$ cat src/rtl/control_unit.sv
// control_unit: Moore sequencing FSM owning PC/IR; decodes 16-bit instructions into RF, data-memory and ALU controls.
//   clk, reset      : rising-edge clock, synchronous active-high reset (INIT, PC=0, IR=0)
//   im_data         : instruction memory read data (combinational ROM addressed by pc_addr)
//   pc_addr         : program counter, instruction memory address
//   d_addr, d_wr    : data memory address and write enable
//   rf_s            : register-file write-data select (1 = data memory, 0 = ALU)
//   rf_w_en, rf_w_addr, rf_ra_addr, rf_rb_addr : register-file controls
//   alu_s           : ALU function select
//   state           : current state encoding, debug only
module control_unit #(
    parameter int PC_W = 7
) (
    input  logic            clk,
    input  logic            reset,
    input  logic [15:0]     im_data,
    output logic [PC_W-1:0] pc_addr,
    output logic [7:0]      d_addr,
    output logic            d_wr,
    output logic            rf_s,
    output logic            rf_w_en,
    output logic [3:0]      rf_w_addr,
    output logic [3:0]      rf_ra_addr,
    output logic [3:0]      rf_rb_addr,
    output logic [2:0]      alu_s,
    output logic [3:0]      state
);
    typedef enum logic [3:0] {
        INIT   = 4'd0,
        FETCH  = 4'd1,
        DECODE = 4'd2,
        NOOP   = 4'd3,
        LOAD_A = 4'd4,
        LOAD_B = 4'd5,
        STORE  = 4'd6,
        ALU    = 4'd7,
        HALT   = 4'd8
    } state_t;

    state_t          st, nxt;
    logic [PC_W-1:0] pc;
    logic [15:0]     ir;
    logic [3:0]      op;

    assign op      = ir[15:12];
    assign pc_addr = pc;
    assign state   = st;

    always_ff @(posedge clk) begin
        if (reset) begin
            st <= INIT;
            pc <= '0;
            ir <= '0;
        end else begin
            st <= nxt;
            if (st == INIT)
                pc <= '0;
            if (st == FETCH) begin
                ir <= im_data;
                pc <= pc + 1'b1;
            end
        end
    end

    always_comb begin
        nxt = st;
        case (st)
            INIT:   nxt = FETCH;
            FETCH:  nxt = DECODE;
            DECODE:
                case (op)
                    4'd1:                                    nxt = STORE;
                    4'd2:                                    nxt = LOAD_A;
                    4'd5:                                    nxt = HALT;
                    4'd3, 4'd4, 4'd6, 4'd7, 4'd8, 4'd9, 4'd10: nxt = ALU;
                    default:                                 nxt = NOOP;
                endcase
            LOAD_A: nxt = LOAD_B;
            HALT:   nxt = HALT;
            default: nxt = FETCH;
        endcase
    end

    always_comb begin
        d_addr     = '0;
        d_wr       = 1'b0;
        rf_s       = 1'b0;
        rf_w_en    = 1'b0;
        rf_w_addr  = '0;
        rf_ra_addr = '0;
        rf_rb_addr = '0;
        alu_s      = '0;
        case (st)
            STORE: begin
                d_addr     = ir[7:0];
                rf_ra_addr = ir[11:8];
                d_wr       = 1'b1;
            end
            LOAD_A: begin
                d_addr = ir[11:4];
                rf_s   = 1'b1;
            end
            LOAD_B: begin
                d_addr    = ir[11:4];
                rf_s      = 1'b1;
                rf_w_addr = ir[3:0];
                rf_w_en   = 1'b1;
            end
            ALU: begin
                rf_ra_addr = ir[11:8];
                rf_rb_addr = ir[7:4];
                rf_w_addr  = ir[3:0];
                rf_w_en    = 1'b1;
                case (op)
                    4'd3:    alu_s = 3'd1;
                    4'd4:    alu_s = 3'd2;
                    4'd6:    alu_s = 3'd4;
                    4'd7:    alu_s = 3'd5;
                    4'd8:    alu_s = 3'd6;
                    4'd9:    alu_s = 3'd7;
                    4'd10:   alu_s = 3'd3;
                    default: alu_s = 3'd0;
                endcase
            end
            default: ;
        endcase
    end
endmodule

$ cat config.mk
export PLATFORM = sky130hd
export DESIGN_NAME = control_unit
export DESIGN_NICKNAME = d
export VERILOG_FILES = /design/src/rtl/control_unit.sv
export SDC_FILE = /design/constraint.sdc
export NUM_CORES = 1
export LEC_CHECK = 0
export BUFFER_PORTS_ARGS = -buffer_cell sky130_fd_sc_hd__buf_2
export CAP_MARGIN = 25
export CORE_MARGIN = 8
export CORE_UTILIZATION = 35
export DETAILED_ROUTE_END_ITERATION = 16
export PLACE_DENSITY = 0.59
export SKIP_CTS_REPAIR_TIMING = 1
export SLEW_MARGIN = 20
export SYNTH_ARGS = -nofsm -noshare
export SYNTH_HDL_FRONTEND = slang
export SYNTH_SLANG_ARGS = --single-unit
$ cat constraint.sdc
create_clock -name clk -period 2.82 [get_ports clk]
set_clock_uncertainty 0.15 [all_clocks]
set_input_delay 0.564 -clock clk [delete_from_list [all_inputs] [get_ports clk]]
set_output_delay 0.564 -clock clk [all_outputs]
set_load 0.02 [all_outputs]
==> impl_metrics.csv <==
group,metric,value,unit
outcome,status,"finished, final reports clean",
route,post_drt_wl_per_cell,15.1,um
floorplan,die_area,7280,um^2
min_path,min_to,"ir[1]",
timing,post-route-min-period,2.50,ns
finish,final_area,2110,um^2
synthesis,synthTopCellsByCount,"nand2_1, dfxtp_1, a21oi_1",
floorplan,die_height,85.3,um
power_and_ir_drop,internal_power,0.767,mW
route,drt-met1-wl,2200,um
placement,dp_slack,0.335,ns
synthesis,syn-num-nets,230,
timing,setup_ws,0.316,ns
timing,fin_crit_sh,88.8,%
synthesis,syn-mean-instance-area,8.12,um^2
timing,hold_viol,0,
clock_network,cts_max_level,2,
placement,place_hpwl,3440,um
floorplan,die_x,85.3,um
synthesis,syn_area,1680,um^2
route,drt_wl_total,4740,um
route,drtIter0Drc,143,
floorplan,start_util,35.8,%
timing,setup_violations,0,
route,dr_wl_met2,2190,um
finish,drive_gt1_share,28.7,%
synthesis,synth_area_leader_cell,"dfxtp_1",
job,maxCapViolCount,0,
power_and_ir_drop,seqPwrFrac,46.1,%
finish,fillerInstances,481,
floorplan,pin_count,55,
clock_network,cts.sinks,31,
timing,worst_pin_slew,0.369,ns
clock_network,clock_latency,0.28,ns
global_route,antenna_found_initial,0,
clock_network,cts_root_buf,"clkbuf_8",
synthesis,yosysMostFrequentCell,"nand2_1",
clock_network,path_clk_slew,0.06,ns
worst_setup_path,crit_chain,"or4b_4 > nand2_1 > a21oi_1 > ha_1 > or4b_2 > o311a_1 > o2bb2ai_1",
synthesis,synth_area_leaders,"dfxtp_1, nand2_1, a21oi_1, a22o_1, ha_1",
route,firstDrtPassIters,4,
timing,slew_headroom,74.8,%
route,via_per_inst,5.23,
placement,gp_congestion,0.785,
global_route,grt_start_max_net_pins,23,
synthesis,synth.distinct_cells,40,
clock_network,cts_tree,"yes",
route,top_layer,"met4",
worst_setup_path,rrSetupSlack,0.32,ns
power_and_ir_drop,power_frac_comb,21.9,%
route,num_vias,1646,
min_path,hp-start,"ir[1]",
power_and_ir_drop,leakage,0.947,nW
synthesis,ys_seq_area_share,36.9,%
floorplan,core.rowCount,25,
timing,finalSetupTns,0,ns
power_and_ir_drop,ir_drop,0.185,mV
route,wl_met3,248,um
worst_setup_path,worstPathMaxFanout,5,
global_route,grt_pass1_wl,8020,um
finish,area.growth.synth_to_final,25.3,%
synthesis,synth_edf_count,0,
worst_setup_path,slowest_delay,0.61,ns
synthesis,ys_seq_elements,31,
min_path,hold_path_class,"reg -> reg",
worst_setup_path,end_kind,"flop",
timing,finalMaxSlewViolations,0,
worst_setup_path,cp-start-kind,"flop",
clock_network,numCtsBuffers,5,
clock_network,max-clock-path-buffers,2,
worst_setup_path,required,2.88,ns
worst_setup_path,cp_slowest_cell,"or4b_2",
synthesis,synth_warnings,0,
worst_setup_path,r2r-start,"state[1]",
placement,port_buffers,54,
power_and_ir_drop,clkPwrFrac,32.0,%
finish,insertedDiodeCount,0,
global_route,grt.total_usage,13.5,%
global_route,grt_remaining_overflow,0,
synthesis,async_reset_ff_share,0,%
placement,dpl_cell_area,2020,um^2
timing,fmax,399,MHz
power_and_ir_drop,power.switching,0.337,mW
global_route,grt_pass1_vias,1620,
route,drtAntennaViolNets,0,
timing,rsz0062_at_grt,"no",
floorplan,core-area,4690,um^2
power_and_ir_drop,swShare,30.5,%
synthesis,ys.flop_type,"dfxtp_1",
synthesis,synthDominantCellAreaShare,36.9,%
worst_setup_path,crit_type,"reg -> reg",
worst_setup_path,worstPathArrival,2.57,ns
min_path,hold_depth,2,
synthesis,syn_inst,207,
finish,nNetsFinal,284,
timing,fin_hold_ws,0.317,ns
finish,utilization,44.9,%
route,drc_errors,0,
worst_setup_path,r2r_cells,7,
power_and_ir_drop,power.density,524,nW/um^2
logic make-up after synthesis:
group | synth area share [%]
DFF | 36.9
buffers and inverters | 4.99
muxes | 1.26
xor gates and xnor gates | 1.04
adders and majority gates | 3.72
and+or+nand+nor | 30.4
AOI/OAI and AO/OA | 21.7
layout make-up:
cell class | instances | area (um^2) | share of cell area [%]
Clock buffer | 6 | 82.6 | 3.92
Tap cell | 54 | 67.6 | 3.21
Timing Repair Buffer | 63 | 338 | 16.0
Multi-Input combinational cell | 158 | 986 | 46.8
Inverter | 2 | 7.51 | 0.356
Clock inverter | 1 | 5.00 | 0.238
Sequential cell | 31 | 621 | 29.5
layer usage:
layer,track usage [%],vias up
met5,0,-
met4,6.69,0
met3,3.47,7
met2,20.5,35
met1,17.1,764
li1,-,840
how the worst max path moves through the flow:
stage / cells past startpoint / end / slack (ns) / start
finish: 7 / flop / 0.32 / state[1]
global route: 7 / flop / 0.17 / state[1]
CTS: 6 / d_addr[5] / 0.31 / state[1]
detailed placement: 7 / flop / 0.34 / state[1]
global placement: 7 / flop / 0.39 / state[1]
floorplan: 9 / flop / 0.15 / state[1]
worst max-delay path: cells and delay by family, from the launching register on:
kind            cells  cell delay [ns]
simple gates        3             1.34
compound gates      3             0.39
flops               1             0.31
fa+ha+maj           1             0.23
through the flow:
stage          total power [mW]  instances
2_1_floorplan             0.686        207
3_3_place_gp              0.760        308
3_5_place_dp              0.761        308
4_1_cts                    1.12        315
5_1_grt                    1.17        315
6_report                   1.10        315
power groups by stage:
stage	Sequential (mW)	Combinational [mW]	Clock [mW]
2_1_floorplan	0.522	0.164	0
3_3_place_gp	0.519	0.240	0
3_5_place_dp	0.519	0.242	0
4_1_cts	0.509	0.243	0.366
5_1_grt	0.516	0.271	0.384
6_report	0.509	0.242	0.354
placed cells by master (no fill, tap or decap), types with 5 or more instances in the layout:
cell type and instances:
a22o_1 8, ha_1 5, a21oi_1 25, buf_4 9, nand2_1 39, buf_2 54, and2_1 8, clkbuf_8 6
dfxtp_1 31, nand2b_1 9
No activity file was read; power rests on OpenSTA's default activity.
